## src/rtl/pc_pkg.sv

```systemverilog
// Shared types for the program-counter sequencer.
//   pc_op_e   : the single operation performed in a cycle
//   pc_decode : maps the raw strobes to one operation, highest priority first
package pc_pkg;

    typedef enum logic [2:0] {
        PC_HOLD,
        PC_INC,
        PC_RET,
        PC_CALL,
        PC_LOAD,
        PC_CLR
    } pc_op_e;

    // Priority: clr > load > call > ret > inc > hold. Anything below the
    // winning strobe is dropped, so it can never touch the stack or flags.
    function automatic pc_op_e pc_decode(
        input logic clr,
        input logic load,
        input logic call,
        input logic ret,
        input logic inc
    );
        if (clr) begin
            return PC_CLR;
        end else if (load) begin
            return PC_LOAD;
        end else if (call) begin
            return PC_CALL;
        end else if (ret) begin
            return PC_RET;
        end else if (inc) begin
            return PC_INC;
        end
        return PC_HOLD;
    endfunction

endpackage

```

## src/rtl/pc_stack_if.sv

```systemverilog
// Control/status bundle between the decoder and the PC sequencer.
//   master : drives the strobes (clr, load, call, ret, inc) and the target in
//   slave  : returns out, top, depth, empty, full, overflow, underflow
interface pc_stack_if #(
    parameter int unsigned WIDTH = 16,
    parameter int unsigned DEPTH = 8
);
    localparam int unsigned DepthW = $clog2(DEPTH + 1);

    logic              clr;
    logic              load;
    logic              call;
    logic              ret;
    logic              inc;
    logic [WIDTH-1:0]  in;
    logic [WIDTH-1:0]  out;
    logic [WIDTH-1:0]  top;
    logic [DepthW-1:0] depth;
    logic              empty;
    logic              full;
    logic              overflow;
    logic              underflow;

    modport master (
        output clr, load, call, ret, inc, in,
        input  out, top, depth, empty, full, overflow, underflow
    );

    modport slave (
        input  clr, load, call, ret, inc, in,
        output out, top, depth, empty, full, overflow, underflow
    );

endinterface

```

## src/rtl/lifo_stack.sv

```systemverilog
// Return-address LIFO storage.
//   clk, rst_n : clock, asynchronous active-low reset of the pointer only
//   clr        : synchronous empty
//   push/wdata : write a new top entry (ignored when full)
//   pop        : drop the top entry (ignored when empty)
//   rdata      : current top entry, 0 when empty
//   depth, full, empty : occupancy, all decoded from the pointer register
module lifo_stack #(
    parameter int unsigned WIDTH = 16,
    parameter int unsigned DEPTH = 8,
    localparam int unsigned DepthW = $clog2(DEPTH + 1)
) (
    input  logic              clk,
    input  logic              rst_n,
    input  logic              clr,
    input  logic              push,
    input  logic              pop,
    input  logic [WIDTH-1:0]  wdata,
    output logic [WIDTH-1:0]  rdata,
    output logic [DepthW-1:0] depth,
    output logic              full,
    output logic              empty
);
    // At least one index bit even for a single-entry stack.
    localparam int unsigned IdxW = (DEPTH > 1) ? $clog2(DEPTH) : 1;

    logic [WIDTH-1:0]  mem_q [DEPTH];
    logic [DepthW-1:0] depth_q;
    logic [DepthW-1:0] depth_d;
    logic              do_push;
    logic              do_pop;
    logic [IdxW-1:0]   wr_idx;
    logic [IdxW-1:0]   rd_idx;

    assign full  = (depth_q == DepthW'(DEPTH));
    assign empty = (depth_q == '0);
    assign depth = depth_q;

    // Push wins over pop; the sequencer never asks for both at once.
    assign do_push = push & ~full & ~clr;
    assign do_pop  = pop & ~push & ~empty & ~clr;

    assign wr_idx = IdxW'(depth_q);
    assign rd_idx = IdxW'(depth_q - DepthW'(1));

    assign rdata = empty ? '0 : mem_q[rd_idx];

    always_comb begin
        depth_d = depth_q;
        if (clr) begin
            depth_d = '0;
        end else if (do_push) begin
            depth_d = depth_q + DepthW'(1);
        end else if (do_pop) begin
            depth_d = depth_q - DepthW'(1);
        end
    end

    always_ff @(posedge clk or negedge rst_n) begin
        if (!rst_n) begin
            depth_q <= '0;
        end else begin
            depth_q <= depth_d;
        end
    end

    // Entries at or above the pointer are don't-care, so storage has no reset.
    always_ff @(posedge clk) begin
        if (do_push) begin
            mem_q[wr_idx] <= wdata;
        end
    end

endmodule

```

## src/rtl/pc_stack.sv

```systemverilog
// Program counter with hardware call/return stack.
//   clk, rst_n : clock, asynchronous active-low reset
//   bus        : pc_stack_if slave; strobes clr/load/call/ret/inc and target in,
//                returns registered PC (out), top of stack, depth, empty, full
//                and the sticky overflow/underflow flags
module pc_stack
    import pc_pkg::*;
#(
    parameter int unsigned WIDTH     = 16,
    parameter int unsigned DEPTH     = 8,
    parameter int unsigned STEP      = 1,
    parameter int unsigned RESET_VEC = 0
) (
    input  logic       clk,
    input  logic       rst_n,
    pc_stack_if.slave  bus
);
    localparam int unsigned    DepthW   = $clog2(DEPTH + 1);
    localparam logic [WIDTH-1:0] StepV  = WIDTH'(STEP);
    localparam logic [WIDTH-1:0] ResetV = WIDTH'(RESET_VEC);

    pc_op_e            op;
    logic [WIDTH-1:0]  out_q;
    logic [WIDTH-1:0]  out_d;
    logic              ovf_q;
    logic              ovf_d;
    logic              unf_q;
    logic              unf_d;
    logic [WIDTH-1:0]  next_seq;
    logic [WIDTH-1:0]  stk_top;
    logic [DepthW-1:0] stk_depth;
    logic              stk_full;
    logic              stk_empty;

    assign op = pc_decode(bus.clr, bus.load, bus.call, bus.ret, bus.inc);

    // Shared by inc and the pushed return address; wraps modulo 2^WIDTH.
    assign next_seq = out_q + StepV;

    lifo_stack #(
        .WIDTH (WIDTH),
        .DEPTH (DEPTH)
    ) u_lifo (
        .clk   (clk),
        .rst_n (rst_n),
        .clr   (op == PC_CLR),
        .push  (op == PC_CALL),
        .pop   (op == PC_RET),
        .wdata (next_seq),
        .rdata (stk_top),
        .depth (stk_depth),
        .full  (stk_full),
        .empty (stk_empty)
    );

    always_comb begin
        out_d = out_q;
        ovf_d = ovf_q;
        unf_d = unf_q;
        unique case (op)
            PC_CLR: begin
                out_d = ResetV;
                ovf_d = 1'b0;
                unf_d = 1'b0;
            end
            PC_LOAD: out_d = bus.in;
            PC_CALL: begin
                // Jump is taken even when the push is dropped.
                out_d = bus.in;
                if (stk_full) begin
                    ovf_d = 1'b1;
                end
            end
            PC_RET: begin
                if (stk_empty) begin
                    unf_d = 1'b1;
                end else begin
                    out_d = stk_top;
                end
            end
            PC_INC:  out_d = next_seq;
            default: out_d = out_q;
        endcase
    end

    always_ff @(posedge clk or negedge rst_n) begin
        if (!rst_n) begin
            out_q <= ResetV;
            ovf_q <= 1'b0;
            unf_q <= 1'b0;
        end else begin
            out_q <= out_d;
            ovf_q <= ovf_d;
            unf_q <= unf_d;
        end
    end

    assign bus.out       = out_q;
    assign bus.top       = stk_top;
    assign bus.depth     = stk_depth;
    assign bus.empty     = stk_empty;
    assign bus.full      = stk_full;
    assign bus.overflow  = ovf_q;
    assign bus.underflow = unf_q;

endmodule

```

## src/flat_wrapper.sv

```systemverilog
// flat-port wrapper written by rule: the top's interface ports become plain ports
module pc_stack_flat import pc_pkg::*;
#(
    parameter int unsigned WIDTH     = 16,
    parameter int unsigned DEPTH     = 8,
    parameter int unsigned STEP      = 1,
    parameter int unsigned RESET_VEC = 0
)
  (clk, rst_n, bus_clr, bus_load, bus_call, bus_ret, bus_inc, bus_in, bus_out, bus_top, bus_depth, bus_empty, bus_full, bus_overflow, bus_underflow);
  pc_stack_if #(.WIDTH(WIDTH), .DEPTH(DEPTH)) bus_i ();
  input  logic clk;
  input  logic rst_n;
  input wire logic [$bits(bus_i.clr)-1:0] bus_clr;
  input wire logic [$bits(bus_i.load)-1:0] bus_load;
  input wire logic [$bits(bus_i.call)-1:0] bus_call;
  input wire logic [$bits(bus_i.ret)-1:0] bus_ret;
  input wire logic [$bits(bus_i.inc)-1:0] bus_inc;
  input wire logic [$bits(bus_i.in)-1:0] bus_in;
  output wire logic [$bits(bus_i.out)-1:0] bus_out;
  output wire logic [$bits(bus_i.top)-1:0] bus_top;
  output wire logic [$bits(bus_i.depth)-1:0] bus_depth;
  output wire logic [$bits(bus_i.empty)-1:0] bus_empty;
  output wire logic [$bits(bus_i.full)-1:0] bus_full;
  output wire logic [$bits(bus_i.overflow)-1:0] bus_overflow;
  output wire logic [$bits(bus_i.underflow)-1:0] bus_underflow;
  assign bus_i.clr = bus_clr;
  assign bus_i.load = bus_load;
  assign bus_i.call = bus_call;
  assign bus_i.ret = bus_ret;
  assign bus_i.inc = bus_inc;
  assign bus_i.in = bus_in;
  assign bus_out = bus_i.out;
  assign bus_top = bus_i.top;
  assign bus_depth = bus_i.depth;
  assign bus_empty = bus_i.empty;
  assign bus_full = bus_i.full;
  assign bus_overflow = bus_i.overflow;
  assign bus_underflow = bus_i.underflow;
  pc_stack #(.WIDTH(WIDTH), .DEPTH(DEPTH), .STEP(STEP), .RESET_VEC(RESET_VEC)) u_core (.clk(clk), .rst_n(rst_n), .bus(bus_i));
endmodule
```

## config.mk

```make
export PLATFORM = sky130hd
export DESIGN_NAME = pc_stack_flat
export DESIGN_NICKNAME = d
export VERILOG_FILES = /design/src/rtl/pc_pkg.sv /design/src/rtl/pc_stack_if.sv /design/src/rtl/lifo_stack.sv /design/src/rtl/pc_stack.sv /design/src/flat_wrapper.sv
export SDC_FILE = /design/constraint.sdc
export NUM_CORES = 1
export LEC_CHECK = 0
export ABC_AREA = 0
export CAP_MARGIN = 0
export CORE_ASPECT_RATIO = 1.25
export CORE_UTILIZATION = 50
export DETAILED_ROUTE_END_ITERATION = 6
export GPL_ROUTABILITY_DRIVEN = 0
export PLACE_DENSITY = 0.71
export SKIP_LAST_GASP = 1
export SLEW_MARGIN = 20
export SYNTH_ARGS = -nofsm -noshare
export SYNTH_HDL_FRONTEND = slang
export SYNTH_SLANG_ARGS = --single-unit
```

## constraint.sdc

```tcl
create_clock -name clk -period 6.81 [get_ports clk]
set_input_delay 0.681 -clock clk [delete_from_list [all_inputs] [get_ports clk]]
set_output_delay 0.681 -clock clk [all_outputs]
set_load 0.1 [all_outputs]
```

Word level (Yosys, flattened, before mapping)

Memories as Yosys holds them, arrays and structs flattened.
Cells that the tools add are included.

Bits of input ports: 23
Memories kept: 1
Register bits after elaboration: 22
Output and inout bits: 40
Memory bits (writable): 128
Word-level logic and storage cells: 58

Eq/ne operators: 9
Mux-type cells: 23
Reductions and logical operators: 9
Add/sub/neg operators: 3
Bitwise logic cells: 9

Memories:

| memory              | words | width | rd ports | clocked after Yosys merged registers in | wr ports | RTL line         | source |
|---|---|---|---|---|---|---|---|
| u_core.u_lifo.mem_q | 8     | 16    | 1        | 0                                       | 1        | lifo_stack.sv:27 | `logic [WIDTH-1:0] mem_q [DEPTH];` |

Operators with widths:

| operator                                         | number |
|---|---|
| one-hot mux 16 bit (4 select lines)              | 1 |
| 2-to-1 mux 16 bit                                | 2 |
| 2-to-1 mux 3 bit                                 | 6 |
| adder 16 x 1 -> 16 bit, second input constant    | 1 |
| 2-to-1 mux 4 bit                                 | 3 |
| 2-to-1 mux 1 bit                                 | 9 |
| == test 3 x 2 -> 1 bit, second input constant    | 2 |
| == test 3 bit, second input constant             | 2 |
| AND reduction 2 bit                              | 3 |
| bitwise AND 1 bit                                | 5 |
| adder 4 x 1 -> 4 bit, second input constant      | 1 |
| == test 4 bit, second input constant             | 1 |
| logical NOT 4 bit                                | 1 |
| != test 2 x 1 -> 1 bit, second input constant    | 2 |
| inverter 1 bit                                   | 4 |
| one-hot mux 1 bit (2 select lines)               | 2 |
| nonzero test 2 bit                               | 2 |
| nonzero test 4 bit                               | 1 |
| subtractor 4 x 1 -> 4 bit, second input constant | 1 |
| == test 3 x 1 -> 1 bit, second input constant    | 1 |
| nonzero test 3 bit                               | 1 |
| != test 2 bit, second input constant             | 1 |
| OR reduction 2 bit                               | 1 |

Logic depth before layout (Yosys ltp)

Depth after elaboration: 14
Mapped depth: 12
Mapped depth without buffers: 7

Modules after synthesis

A second synthesis with hierarchy kept.

Cell total of the unflattened synthesis: 427
Area, all modules: 6641.4 µm²

Modules (own cells, without submodules):

| module     | area each (µm²) | seq. area each (µm²) | times used | cells each |
|---|---|---|---|---|
| lifo_stack | 5295.1          | 3943.8               | 1          | 275 |
| pc_stack   | 1346.3          | 450.4                | 1          | 152 |

Worst setup path before layout

OpenSTA, ideal clock, no wires.

Path kind: register -> output
From: register u_core.u_lifo.depth_q[0], in the netlist u_core.u_lifo.depth[0]
To: output bus_top[11]
Cell stages (with the launch flop): 12
Required time: 6.129 ns
Buffers on the path: 6
Arrival time: 4.797 ns
Path slack: 1.332 ns
Cells stage by stage: dfrtp_1 -> buf_6 -> buf_12 -> clkbuf_1 -> inv_1 -> ha_1 -> buf_4 -> or3b_1 -> buf_2 -> clkinv_2 -> clkbuf_1 -> a21oi_1

Elaborated cells between the ends (all ways): 4
Those cells by class: 1 x add/sub; 1 x mux; 1 x reduce/logical; 1 x memory

RTL lines:

| item                     | RTL line           | source |
|---|---|---|
| start: declaration       | lifo_stack.sv:28   | `logic [DepthW-1:0] depth_q;` |
| start signal: assignment | lifo_stack.sv:63   | `depth_q <= depth_d;` |
| logical NOT 4 bit        | lifo_stack.sv:36   | `assign empty = (depth_q == '0);` |
| named net bus_empty      | flat_wrapper.sv:22 | `output wire logic [$bits(bus_i.empty)-1:0] bus_empty;` |
| 2-to-1 mux 16 bit        | lifo_stack.sv:46   | `assign rdata = empty ? '0 : mem_q[rd_idx];` |
| end: declaration         | flat_wrapper.sv:20 | `output wire logic [$bits(bus_i.top)-1:0] bus_top;` |

The timed path passes the listed nets, and every way through them passes these cells.

Final worst setup path

From: register u_core.u_lifo.depth_q[1], in the netlist u_core.u_lifo.depth[1]
To: output bus_top[14]

Word-level cells in the longest chain between the ends: 3
Elaborated cells between the ends (all ways): 4
Those cells by class: 1 x add/sub; 1 x mux; 1 x reduce/logical; 1 x memory

Ends and longest elaborated chain:

| item                      | RTL line |
|---|---|
| subtractor 4 x 1 -> 4 bit | n/a |
| memory (8 x 16 bit)       | n/a |
| 2-to-1 mux 16 bit *       | lifo_stack.sv:46 |

Every way passes the cells marked *; elsewhere a longest branch is shown, timed or not.

==> impl_metrics.json <==
{
  "outcome": "complete, no violations",
  "ys_seq_area_share_pct": 67.0,
  "via_count": 4152,
  "root_buffer": "clkbuf_16",
  "drtIter0Drc": 334,
  "power_density_nw_per_um2": 356,
  "holdWs_ns": 0.491,
  "die_y_um": 130,
  "cts_buffers": 17,
  "dieArea_sq_um": 13600,
  "cts_buffer_depth": 2,
  "clkLatencyLatePin_ns": 0.42,
  "viasPerCell": 6.29,
  "route.detailed.wl_per_inst_um": 24.2,
  "finalNetCount": 505,
  "rsz0062_at_grt": "false",
  "grt_max_degree": 42,
  "fmax_mhz": 210,
  "yosysUniqueCellTypes": 55,
  "max_slew_margin_pct": 33.7,
  "hold_class": "reg2reg",
  "ys_warn_count": 0,
  "drive_gt1_share_pct": 16.5,
  "cts_hold_buf": 0,
  "grt_pass1_wl_mm": 24.2,
  "synth-edff-count": 128,
  "vdd_drop_max_mv": 0.171,
  "timing_hold_violations_final": 0,
  "cts_resized": 0,
  "worstSetupPathType": "reg2out",
  "cts_setup_buffers": 0,
  "layout_common_cells": "edfxtp_1 (128), clkdlybuf4s50_1 (62), mux4_2 (27), nand2_1 (27), dfrtp_1 (21)",
  "routed_wl_mm": 16.0,
  "worstPathRequired_ns": 6.13,
  "antenna_found_initial": 0,
  "startpoint_type": "register",
  "clk_pin_slew_worst_paths_ns": 0.06,
  "slew_violations": 0,
  "cts.sinks": 150,
  "cp.arrival_ns": 4.09,
  "async_flop_share_pct": 14.7,
  "antenna_cells": 0,
  "ioPinCount": 63,
  "synth_area_sq_um": 6560,
  "post_synth.cell_area_avg_sq_um": 16.1,
  "syn_nets": 433,
  "finalSetupViolations": 0,
  "area_delta_synth_final_pct": 21.7,
  "synthFlopType": "edfxtp_1",
  "fin_setup_tns_ns": 0,
  "path_max_fanout": 21,
  "htree_num_levels": 4,
  "maxCapViolCount": 0,
  "final_common_cell": "edfxtp_1",
  "track_usage_pct": 24.8,
  "hpwlAfterDp_mm": 9.62,
  "cp-end-kind": "output pin",
  "drc": 0,
  "worst-slew-pin-transition_ns": 0.992,
  "core_sq_um": 12700,
  "fin_crit_ns": 4.77,
  "fillerInstances": 901,
  "path_cells": "inv_1 -> ha_1 -> buf_4 -> mux4_2 -> nand2_1 -> a21oi_1 -> clkdlybuf4s50_1",
  "cts_tree": "built",
  "ys_ff_latch": 150,
  "fp.dieW_um": 104,
  "grt_pass1_vias": 4182,
  "fin_skew_ns": 0.00871,
  "num_rows": 46,
  "portBuffers": 62,
  "drtAntennaViolNets": 0,
  "syn-instance-count": 407,
  "slowest_stage": "clkdlybuf4s50_1",
  "drtPass1Iterations": 5,
  "critPathMaxStageDelay_ns": 1.17,
  "start_util_pct": 51.6,
  "p_leak_nw": 2.73,
  "grt-ovfl-total": 0,
  "post-route-period-util_pct": 70.0
}
==> registers in the layout (all words and copies together), names as in the netlist <==
name,count
u_core.bus.underflow,1
u_core.u_lifo.depth,4
u_core.u_lifo.mem_q,128
u_core.bus.overflow,1
u_core.bus.out,16
==> worst max-delay path: cells and delay by family, from the launching register on <==
kind	cells	cell delay, ns
buffers and inverters	3	1.68
adders and majority gates	1	0.96
DFF	1	0.53
muxes	1	0.24
AOI/OAI and AO/OA	1	0.19
and+or+nand+nor	1	0.06
==> final cells by class <==
type	count	area, sq um	area share [%]
Multi-Input combinational cell	222	2020	25.3
Clock buffer	22	444	5.57
Tap cell	168	210	2.63
Timing Repair Buffer	77	733	9.19
Inverter	11	42.5	0.533
Clock inverter	10	133	1.66
Sequential cell	150	4400	55.1
==> final timing paths <==
path / start / to / slack, ns / cells past startpoint
max: u_core.u_lifo.depth[1] / bus_top[14] / 2.04 / 7
min: u_core.bus.overflow / u_core.bus.overflow / 0.49 / 2
max reg2reg: u_core.u_lifo.depth[1] / u_core.bus.out[14] / 3.75 / 7
min reg2reg: u_core.bus.overflow / u_core.bus.overflow / 0.49 / 2
max in group asynchronous: rst_n / u_core.u_lifo.depth[0] / 5.88 / 2
min in group asynchronous: rst_n / u_core.bus.out[4] / 0.64 / 2
==> report_power, final <==
part           switching, W  internal, W  total [W]
Clock              0.000346     0.000573   0.000919
Sequential        0.0000353      0.00105    0.00108
Combinational      0.000629     0.000205   0.000834
==> cell families (layout without fill, tap and decap cells) <==
family          after synthesis  after routing  synth area share [%]
xor+xnor                     16             16                  2.25
flops                       150            150                  67.0
fa+ha+maj                     3              3                 0.572
compound gates               65             65                  7.29
mux                          40             40                  12.5
simple gates                 98             98                  7.69
buf+inv                      35            120                  2.69
==> cell usage after synthesis, types with 2 or more instances <==
| cell type | instances | area share [%] |
|---|---|---|
| a211o_1 | 3 | 0.40 |
| a211oi_1 | 2 | 0.23 |
| a21oi_1 | 15 | 1.1 |
| a221o_1 | 8 | 1.2 |
| a221oi_1 | 2 | 0.27 |
| a222oi_1 | 4 | 0.61 |
| a22o_1 | 2 | 0.27 |
| a31oi_1 | 2 | 0.19 |
| a32o_1 | 2 | 0.31 |
| a32oi_1 | 2 | 0.27 |
| and2_1 | 3 | 0.29 |
| and3_1 | 6 | 0.57 |
| and4_1 | 3 | 0.40 |
| buf_2 | 7 | 0.53 |
| buf_6 | 2 | 0.34 |
| clkbuf_1 | 13 | 0.74 |
| dfrtp_1 | 22 | 8.4 |
| edfxtp_1 | 128 | 59 |
| ha_1 | 3 | 0.57 |
| inv_1 | 10 | 0.57 |
| mux2i_1 | 8 | 1.2 |
| mux4_1 | 5 | 2.0 |
| mux4_2 | 27 | 9.3 |
| nand2_1 | 27 | 1.5 |
| nand2b_1 | 4 | 0.38 |
| nand3_1 | 12 | 0.92 |
| nand4_1 | 7 | 0.67 |
| nor2_1 | 17 | 0.97 |
| nor3_1 | 8 | 0.61 |
| o211ai_1 | 3 | 0.34 |
| o21ai_0 | 11 | 0.84 |
| o311a_1 | 2 | 0.31 |
| or3_1 | 2 | 0.19 |
| xnor2_1 | 13 | 1.7 |
| xor2_1 | 2 | 0.27 |
==> layer usage <==
layer,wire length [um],vias to the layer above,GRT usage [%]
met5,0,-,0
met4,417,0,11.0
met3,1360,37,5.44
met2,7920,233,40.2
met1,6290,2098,32.6
li1,-,1784,-
==> per-stage QoR <==
stage / std cells / instance area (sq um) / power (W) / util, % / setup slack [ns]
final: 660 / 7980 / 0.00284 / 62.7 / 2.04
after global routing: 660 / 7980 / 0.00292 / 62.7 / 1.85
after CTS: 660 / 7980 / 0.00285 / 62.7 / 2.03
after detailed placement: 628 / 7400 / 0.00193 / 58.2 / 2.49
after global placement: 628 / 7400 / 0.00192 / 58.2 / 2.54
after floorplan: 407 / 6560 / 0.00171 / - / 1.33
Note: power is estimated with default switching activity, not from simulation.
